--- src/rtl/traffic_light_pkg.sv ---
// Shared lamp, phase, error and timing definitions for the two-road traffic light.
// Latency: none (types, constants and pure functions only).
// Backpressure: not applicable.
package traffic_light_pkg;

  // One-hot lamp codes for a single road
  typedef logic [2:0] lamp_t;
  localparam lamp_t LAMP_GREEN  = 3'b001;
  localparam lamp_t LAMP_YELLOW = 3'b010;
  localparam lamp_t LAMP_RED    = 3'b100;

  // Phase numbering of the full two-road sequence; 7 means not decodable
  typedef enum logic [2:0] {
    PH_P0      = 3'd0,  // A green,  B red
    PH_P1      = 3'd1,  // A yellow, B red
    PH_P2      = 3'd2,  // red/red after A
    PH_P3      = 3'd3,  // A red,    B green
    PH_P4      = 3'd4,  // A red,    B yellow
    PH_P5      = 3'd5,  // red/red after B
    PH_UNKNOWN = 3'd7
  } phase_e;

  // Violation codes, listed from highest to lowest priority
  typedef enum logic [2:0] {
    ERR_NONE     = 3'd0,
    ERR_ENC      = 3'd1,
    ERR_CONFLICT = 3'd2,
    ERR_ORDER    = 3'd3,
    ERR_SHORT    = 3'd4,
    ERR_LONG     = 3'd5
  } err_e;

  // Checker states
  typedef enum logic {
    ST_HUNT = 1'b0,
    ST_LOCK = 1'b1
  } state_e;

  // Default dwell lengths of the controller, in clock cycles
  localparam int DEF_GREEN_CYC  = 5;
  localparam int DEF_YELLOW_CYC = 1;
  localparam int DEF_ALLRED_CYC = 1;

  // True when a lamp code is exactly one of the three legal one-hot values
  function automatic logic lamp_legal(input lamp_t l);
    return (l == LAMP_GREEN) || (l == LAMP_YELLOW) || (l == LAMP_RED);
  endfunction

  // Phase that must follow p in a legal sequence
  function automatic logic [2:0] next_phase(input logic [2:0] p);
    case (p)
      PH_P0:   return PH_P1;
      PH_P1:   return PH_P2;
      PH_P2:   return PH_P3;
      PH_P3:   return PH_P4;
      PH_P4:   return PH_P5;
      PH_P5:   return PH_P0;
      default: return PH_UNKNOWN;
    endcase
  endfunction

endpackage

--- src/rtl/traffic_phase_decoder.sv ---
// Decodes the two roads' lamp codes into a phase number and flags bad encodings / conflicts.
// Latency: purely combinational.
// Backpressure: none; passive decode of whatever is on the bus.
module traffic_phase_decoder
  import traffic_light_pkg::*;
(
  input  logic [2:0] a,
  input  logic [2:0] b,
  input  logic [2:0] prev_phase,
  output logic [2:0] phase,
  output logic       enc_ok,
  output logic       conflict
);

  // Red/red is ambiguous on its own; the previous phase tells which half of the cycle it belongs to
  always_comb begin
    enc_ok   = lamp_legal(a) && lamp_legal(b);
    conflict = (a != LAMP_RED) && (b != LAMP_RED);
    phase    = PH_UNKNOWN;
    case ({a, b})
      {LAMP_GREEN,  LAMP_RED}:    phase = PH_P0;
      {LAMP_YELLOW, LAMP_RED}:    phase = PH_P1;
      {LAMP_RED,    LAMP_GREEN}:  phase = PH_P3;
      {LAMP_RED,    LAMP_YELLOW}: phase = PH_P4;
      {LAMP_RED,    LAMP_RED}: begin
        if ((prev_phase == PH_P1) || (prev_phase == PH_P2))
          phase = PH_P2;
        else if ((prev_phase == PH_P4) || (prev_phase == PH_P5))
          phase = PH_P5;
        else
          phase = PH_UNKNOWN;
      end
      default: phase = PH_UNKNOWN;
    endcase
  end

endmodule

--- src/rtl/traffic_light_monitor.sv ---
// Passive watchdog on the traffic light bus: phase order, dwell, encoding and conflict checks plus statistics.
// Latency: 1 cycle; a sample taken at edge t is visible on every output after edge t.
// Backpressure: none; observes every sample and never stalls the controller.
module traffic_light_monitor
  import traffic_light_pkg::*;
#(
  parameter int GREEN_CYC  = DEF_GREEN_CYC,
  parameter int YELLOW_CYC = DEF_YELLOW_CYC,
  parameter int ALLRED_CYC = DEF_ALLRED_CYC,
  parameter int CNT_W      = 4,
  parameter int ERR_W      = 8,
  parameter int CYC_W      = 16
) (
  input  logic             clk,
  input  logic             rst,
  input  logic [2:0]       a,
  input  logic [2:0]       b,
  output logic [2:0]       phase,
  output logic             in_sync,
  output logic             err,
  output logic [2:0]       err_code,
  output logic [ERR_W-1:0] err_count,
  output logic [CYC_W-1:0] cycles_done
);

  state_e             state_q, state_d;
  logic [2:0]         phase_q, phase_d;
  logic [CNT_W-1:0]   dwell_q, dwell_d;
  logic               partial_q, partial_d;
  logic               err_q, err_d;
  logic [2:0]         err_code_q, err_code_d;
  logic [ERR_W-1:0]   err_count_q, err_count_d;
  logic [CYC_W-1:0]   cycles_q, cycles_d;

  logic [2:0]         dec_phase;
  logic               enc_ok;
  logic               conflict;
  logic               lock_ok;
  logic               same_phase;
  logic               succ_phase;
  logic               dwell_full;
  err_e               viol;

  // Required dwell of a phase, sized to the dwell counter
  function automatic logic [CNT_W-1:0] dwell_target(input logic [2:0] p);
    case (p)
      PH_P0, PH_P3: return CNT_W'(GREEN_CYC);
      PH_P1, PH_P4: return CNT_W'(YELLOW_CYC);
      default:      return CNT_W'(ALLRED_CYC);
    endcase
  endfunction

  traffic_phase_decoder u_dec (
    .a          (a),
    .b          (b),
    .prev_phase (phase_q),
    .phase      (dec_phase),
    .enc_ok     (enc_ok),
    .conflict   (conflict)
  );

  assign lock_ok    = enc_ok && !conflict && ((dec_phase == PH_P0) || (dec_phase == PH_P3));
  assign same_phase = (dec_phase == phase_q);
  assign succ_phase = (dec_phase == next_phase(phase_q));
  assign dwell_full = (dwell_q >= dwell_target(phase_q));

  // State register
  always_ff @(posedge clk or posedge rst) begin
    if (rst) state_q <= ST_HUNT;
    else     state_q <= state_d;
  end

  // Next state: classify the sample while locked; any violation drops back to hunting
  always_comb begin
    state_d = state_q;
    viol    = ERR_NONE;
    case (state_q)
      ST_HUNT: begin
        if (lock_ok) state_d = ST_LOCK;
      end
      ST_LOCK: begin
        if (!enc_ok)                            viol = ERR_ENC;
        else if (conflict)                      viol = ERR_CONFLICT;
        else if (same_phase) begin
          if (dwell_full)                       viol = ERR_LONG;
        end
        else if (!succ_phase)                   viol = ERR_ORDER;
        else if (!partial_q && !dwell_full)     viol = ERR_SHORT;
        if (viol != ERR_NONE) state_d = ST_HUNT;
      end
      default: state_d = ST_HUNT;
    endcase
  end

  // Output / datapath next values: phase, dwell, partial flag, error reporting and statistics
  always_comb begin
    phase_d     = phase_q;
    dwell_d     = dwell_q;
    partial_d   = partial_q;
    err_d       = 1'b0;
    err_code_d  = err_code_q;
    err_count_d = err_count_q;
    cycles_d    = cycles_q;
    if (state_q == ST_HUNT) begin
      if (lock_ok) begin
        // The phase we lock into started before we saw it, so its length is unknown
        phase_d   = dec_phase;
        dwell_d   = CNT_W'(1);
        partial_d = 1'b1;
      end else begin
        phase_d   = PH_UNKNOWN;
        dwell_d   = '0;
        partial_d = 1'b0;
      end
    end else if (viol != ERR_NONE) begin
      err_d      = 1'b1;
      err_code_d = viol;
      if (err_count_q != '1) err_count_d = err_count_q + 1'b1;
      phase_d    = PH_UNKNOWN;
      dwell_d    = '0;
      partial_d  = 1'b0;
    end else if (same_phase) begin
      if (dwell_q != '1) dwell_d = dwell_q + 1'b1;
    end else begin
      if (phase_q == PH_P5) cycles_d = cycles_q + 1'b1;
      phase_d   = dec_phase;
      dwell_d   = CNT_W'(1);
      partial_d = 1'b0;
    end
  end

  // Datapath and statistics registers
  always_ff @(posedge clk or posedge rst) begin
    if (rst) begin
      phase_q     <= PH_UNKNOWN;
      dwell_q     <= '0;
      partial_q   <= 1'b0;
      err_q       <= 1'b0;
      err_code_q  <= ERR_NONE;
      err_count_q <= '0;
      cycles_q    <= '0;
    end else begin
      phase_q     <= phase_d;
      dwell_q     <= dwell_d;
      partial_q   <= partial_d;
      err_q       <= err_d;
      err_code_q  <= err_code_d;
      err_count_q <= err_count_d;
      cycles_q    <= cycles_d;
    end
  end

  assign phase       = phase_q;
  assign in_sync     = (state_q == ST_LOCK);
  assign err         = err_q;
  assign err_code    = err_code_q;
  assign err_count   = err_count_q;
  assign cycles_done = cycles_q;

endmodule
--- config.mk ---
export PLATFORM = sky130hd
export DESIGN_NAME = traffic_light_monitor
export DESIGN_NICKNAME = d
export VERILOG_FILES = /design/src/rtl/traffic_light_pkg.sv /design/src/rtl/traffic_phase_decoder.sv /design/src/rtl/traffic_light_monitor.sv
export SDC_FILE = /design/constraint.sdc
export NUM_CORES = 1
export LEC_CHECK = 0
export CORE_ASPECT_RATIO = 0.8
export CORE_MARGIN = 2
export CORE_UTILIZATION = 35
export DETAILED_ROUTE_END_ITERATION = 10
export GPL_ROUTABILITY_DRIVEN = 0
export PLACE_DENSITY = 0.66
export SYNTH_ARGS = -nofsm -noshare
export SYNTH_HDL_FRONTEND = slang
export SYNTH_SLANG_ARGS = --single-unit
--- constraint.sdc ---
create_clock -name clk -period 4.5 [get_ports clk]
set_input_delay 0.675 -clock clk [delete_from_list [all_inputs] [get_ports clk]]
set_output_delay 0.675 -clock clk [all_outputs]
set_load 0.005 [all_outputs]
* Word-level counts from Yosys, hierarchy flattened
Index checks and enable logic that the tools add are counted.
** Word-level totals
- Register bits :: 37
- Bits in latches :: 0
- Memory bits (writable) :: 0
- Bits in read-only memories :: 0
- Input bits :: 8
- Output and inout port bits :: 32
- Logic and storage cells :: 93
- Memories kept :: 0
** Cells by class
- Add/subtract/negate cells :: 3
- $mul :: 0
- Divide/modulo/power cells :: 0
- Order comparisons :: 1
- Eq/ne operators :: 25
- Shift-type cells :: 0
- Mux-type cells :: 30
- Bitwise logic cells :: 3
- Reductions and logical operators :: 23
** Operators with widths (count)
- $mux 3 :: 14
- $eq 6x6->1 const B :: 3
- $pmux 3 s6 :: 1
- $add 16x1->16 const B :: 1
- $mux 4 :: 4
- $eq 3x2->1 const B :: 5
- $pmux 3 s5 :: 1
- $eq 3x3->1 const B :: 4
- $eq 3x1->1 const B :: 3
- $add 8x1->8 const B :: 1
- $mux 1 :: 8
- $ne 8x8->1 const B :: 1
- $logic_or 1x1->1 :: 7
- $eq 3x3->1 :: 2
- $eq 6x4->1 const B :: 1
- $eq 6x5->1 const B :: 1
- $logic_not 3->1 :: 2
- $ne 3x3->1 const B :: 2
- $reduce_bool 3->1 :: 2
- $logic_and 1x1->1 :: 5
- $add 4x1->4 const B :: 1
- $ge 4x4->1 :: 1
- $ne 4x2->1 const B :: 1
- $ne 4x4->1 const B :: 1
- 9 further kinds :: 13

* Longest topological paths before layout
- Word-level depth :: 16
- Mapped depth :: 12
- Gate-level depth less buffers :: 10

* Modules after synthesis
From an unflattened synthesis, not the netlist that was laid out.
** Unflattened totals
- Cell total of the unflattened synthesis :: 209
- Area, all modules :: 2169.6 sq um
** Modules (own cells, without submodules)
- traffic_light_monitor :: times used 1, cells each 175, area each 1909.3 sq um
- traffic_phase_decoder :: times used 1, cells each 34, area each 260.2 sq um

* Worst setup path before layout
No wires, ideal clock.
- Kind :: input to register
- From :: input port b[0]
- To :: register err_count_q[1], in the netlist err_count[1]
- Library setup time :: 0.125 ns
- Arrival time :: 3.368 ns
- Data required time :: 4.375 ns
- Setup slack :: 1.007 ns
- Cell stages on the path :: 10
- Path buffers :: 2
- Cells stage by stage :: buf_6 nand2b_4 or4_1 a222oi_1 or4b_1 a31o_1 nand4bb_4 buf_6 a21boi_4 mux2_4
** Between the ends
- Word-level cells in the longest chain between the ends :: 11
** Ends and longest elaborated chain
- start, declared :: RTL line traffic_light_monitor.sv:17 : input logic [2:0] b,
- $eq 6x6->1, or another cell as far along :: RTL line traffic_phase_decoder.sv:20 : case ({a, b})
- $pmux 3 s5 :: RTL line traffic_phase_decoder.sv:20
- $eq 3x3->1 :: RTL line traffic_light_monitor.sv:64 : assign succ_phase = (dec_phase == next_phase(phase_q));
- $mux 3 :: RTL line traffic_light_monitor.sv:87 : else if (!succ_phase) viol = ERR_ORDER;
- $mux 3 :: RTL line traffic_light_monitor.sv:84 : else if (same_phase) begin
- $mux 3 :: RTL line traffic_light_monitor.sv:83 : else if (conflict) viol = ERR_CONFLICT;
- $mux 3 * :: RTL line traffic_light_monitor.sv:82 : if (!enc_ok) viol = ERR_ENC;
- $mux 3 * (2 in series) :: RTL line traffic_light_monitor.sv:77 : case (state_q)
- $reduce_bool 3->1 * :: RTL line traffic_light_monitor.sv:115 : end else if (viol != ERR_NONE) begin
- $reduce_and 3->1 (no source line) *
- end signal, assigned :: RTL line traffic_light_monitor.sv:148 : err_count_q <= err_count_d;
- end, declared :: RTL line traffic_light_monitor.sv:32 : logic [ERR_W-1:0] err_count_q, err_count_d;
Every way passes the cells marked *; elsewhere a longest branch is shown, timed or not. The select of a mux whose other input is x is not followed.
A chain may end at the register's enable or synchronous reset.

* Worst setup path in the final report
- From :: input port b[0]
- To :: register err_count_q[6], in the netlist err_count[6]
Same word-level chain as after synthesis.

==> reports/results.ini <==
[run_status]
status=completed

[global_route]
gr-usage-all-layers=0.143
overflow=0
grt_max_degree=38
grt_pass1_wl_um=9030
first_global_vias=1863
antenna_found_initial=0

[timing]
fin_hold_ws_ns=0.478
final-hold-violation-count=0
skew_ns=0.00635
min_period_ns=3.82
period_share=0.849
drv_slew=0
rsz0062_at_grt=no
fin_setup_tns_ns=0
setup_viol=0
worst_slew_pin_slew_ns=0.564
slew_headroom=0.623
fmax_mhz=262

[setup_path]
critPathMaxStageDelay_ns=0.57
setup.worst_path.end_class=flip-flop
arrival_ns=3.99
critPathRequiredTime_ns=4.67
critPathTopFamily=simple AND/OR/NAND/NOR gates
crit_type=in -> reg
timing.critical_path.buf_inv=2
cp-start-kind=primary input
crit_path_max_fanout=11
crit_slowest_cell=clkdlybuf4s50_1
path_cells=clkdlybuf4s50_1 > nand2b_4 > or4_1 > a222oi_1 > buf_4 > xnor2_1 > nor3_1 > o31a_1 > a21boi_2 > mux2_4

[cts]
cts_tree=yes
cts.path.max_buffers=2
cts.sinks=37
cts_resized=0
htreeDepth=2
cts-hold-fix-buffers=0
insertion_delay_ns=0.28
cts_buffers=5
clkTransAtPathRegs_ns=0.07
cts-root-buf=clkbuf_8
post_cts_buffers=0

[synthesis]
ys_types=57
synth.area.top_cells=dfrtp_1, xnor2_1, nand3_1
synth_nets=261
avgSynthCellArea_um2=9.78
yosys_warnings=0
ys_seq_area_frac=0.385
synthTopCellsByCount=dfrtp_1, xnor2_1, nand3_1, nand2_1, nor2_1
synth_edf_count=0
ys.flop_type=dfrtp_1
synthMostInstantiatedCell=dfrtp_1
synth_top_cell_by_area=dfrtp_1
synth_seq_cells=37
synthesis.area_um2=2410
yosysTopAreaCellShare=0.352
ys_async_sr_fraction=1.00
synthCells=247

[die]
die_area_um2=7580
placementRows=27
die_x_um=96.9
initial_utilization=0.356
top_level_ports=40
core-area_um2=6790
die_h_um=78.3

[route]
drt_pass1_iterations=4
drtAntennaViolNets=0
drt_iter0_drc=137
via_per_inst=5.26
routedWlPerCell_um=14.0
via_count=1952
drc=0
wl_um=5190

[finish]
fin_nets=297
area_growth_pct=23.3
fill_cells=636
diodes=0
multi_input_area_um2=1380
drive_gt1_frac=0.106
seq_area_um2=930

[min_path]
hp-class=reg -> reg

[pwr]
p_per_area_nw_per_um2=312
clockPowerShare=0.314
p_leak_nw=1.24
p_seq_frac=0.449
internal-power_mw=0.681
sw_frac_of_total=0.266
combPwrFrac=0.237
p_sw_mw=0.247
irDropWorstVdd_mv=0.184

[placement]
dpl.hpwl_um=3870
portBuffers=39

[flow_run]
maxCapViolCount=0

placed cells by master (no fill, tap or decap), types with 4 or more instances in the layout:
cell              n
and2_1            7
a21oi_1           6
o211ai_1          4
nand4_1           9
nor3_1            5
clkbuf_8          6
clkdlybuf4s50_1  39
nand3_1          17
and3_1           10
nand2_1          12
inv_1             9
dfrtp_1          34
ha_1              6
xnor2_1          20
nor2_1           12
o21ai_0          10
xor2_1            7
nand2b_1          5
state kept, by name, summed over array words and instances (netlist names):
name and flops:
cycles_done 16, dwell_q 4, err_code 3, partial_q 1
phase 3, in_sync 1, err_count 8, err 1
power groups by stage:
stage                     clock network, mW  registers [mW]  logic, mW
final                                 0.291           0.417      0.220
after global routing                  0.315           0.423      0.243
after CTS                             0.298           0.417      0.222
after detailed placement                  0           0.420      0.221
after global placement                    0           0.422      0.218
after floorplan                           0           0.415      0.121
layer usage:
| layer | global-route usage | wire length (um) | vias to the layer above |
|---|---|---|---|
| li1 | - | - | 966 |
| met1 | 0.211 | 2700 | 935 |
| met2 | 0.209 | 2230 | 44 |
| met3 | 0.0303 | 198 | 7 |
| met4 | 0.0451 | 61 | 0 |
| met5 | 0 | 0 | - |
through the flow:
step	utilization	setup WS, ns	power (mW)	area [um2]	cells
after floorplan	-	1.01	0.535	2410	247
after global placement	0.421	0.419	0.640	2860	363
after detailed placement	0.421	0.424	0.641	2860	363
after CTS	0.439	0.721	0.938	2980	371
after global routing	0.439	0.401	0.982	2980	371
final	0.439	0.678	0.928	2980	371
final timing paths:
| check | start | to | slack [ns] | cells after the start |
|---|---|---|---|---|
| worst max-delay path | b[0] | err_count[6]$_DFFE_PP0P_ | 0.68 | 10 |
| worst min-delay path | cycles_done[15]$_DFFE_PP0P_ | cycles_done[15]$_DFFE_PP0P_ | 0.48 | 1 |
| worst max register to register | phase[2]$_DFFE_PP1P_ | err_count[6]$_DFFE_PP0P_ | 1.13 | 9 |
| worst min register to register | cycles_done[15]$_DFFE_PP0P_ | cycles_done[15]$_DFFE_PP0P_ | 0.48 | 1 |
| max in group asynchronous | rst | phase[1]$_DFFE_PP1P_ | 3.35 | 3 |
| min in group asynchronous | rst | cycles_done[11]$_DFFE_PP0P_ | 0.79 | 3 |
cell families after synthesis:
kind of cell / after synthesis / share of synthesized area
AO/OA/AOI/OAI: 45 / 0.145
XOR/XNOR: 27 / 0.0979
adder cells (fa/ha/maj): 6 / 0.0311
buffers and inverters: 22 / 0.0451
flip-flops: 37 / 0.385
multiplexers: 8 / 0.0404
AND/OR/NAND/NOR: 102 / 0.255
worst register-to-register path: stages (launching register included):
cell and delay, ns:
dfstp_2 0.65, nor2b_1 0.33, o21ai_0 0.23, a222oi_1 0.42
buf_4 0.20, xnor2_1 0.12, nor3_1 0.41, o31a_1 0.50
a21boi_2 0.12, mux2_4 0.31
final cells by class:
cell class / instances / area share
Clock buffer: 7 / 0.0290
Timing Repair Buffer: 42 / 0.139
Inverter: 9 / 0.0113
Multi-Input combinational cell: 188 / 0.462
Sequential cell: 37 / 0.312
Tap cell: 87 / 0.0366
Clock inverter: 1 / 0.0101
Note: power is estimated with default switching activity, not from simulation.
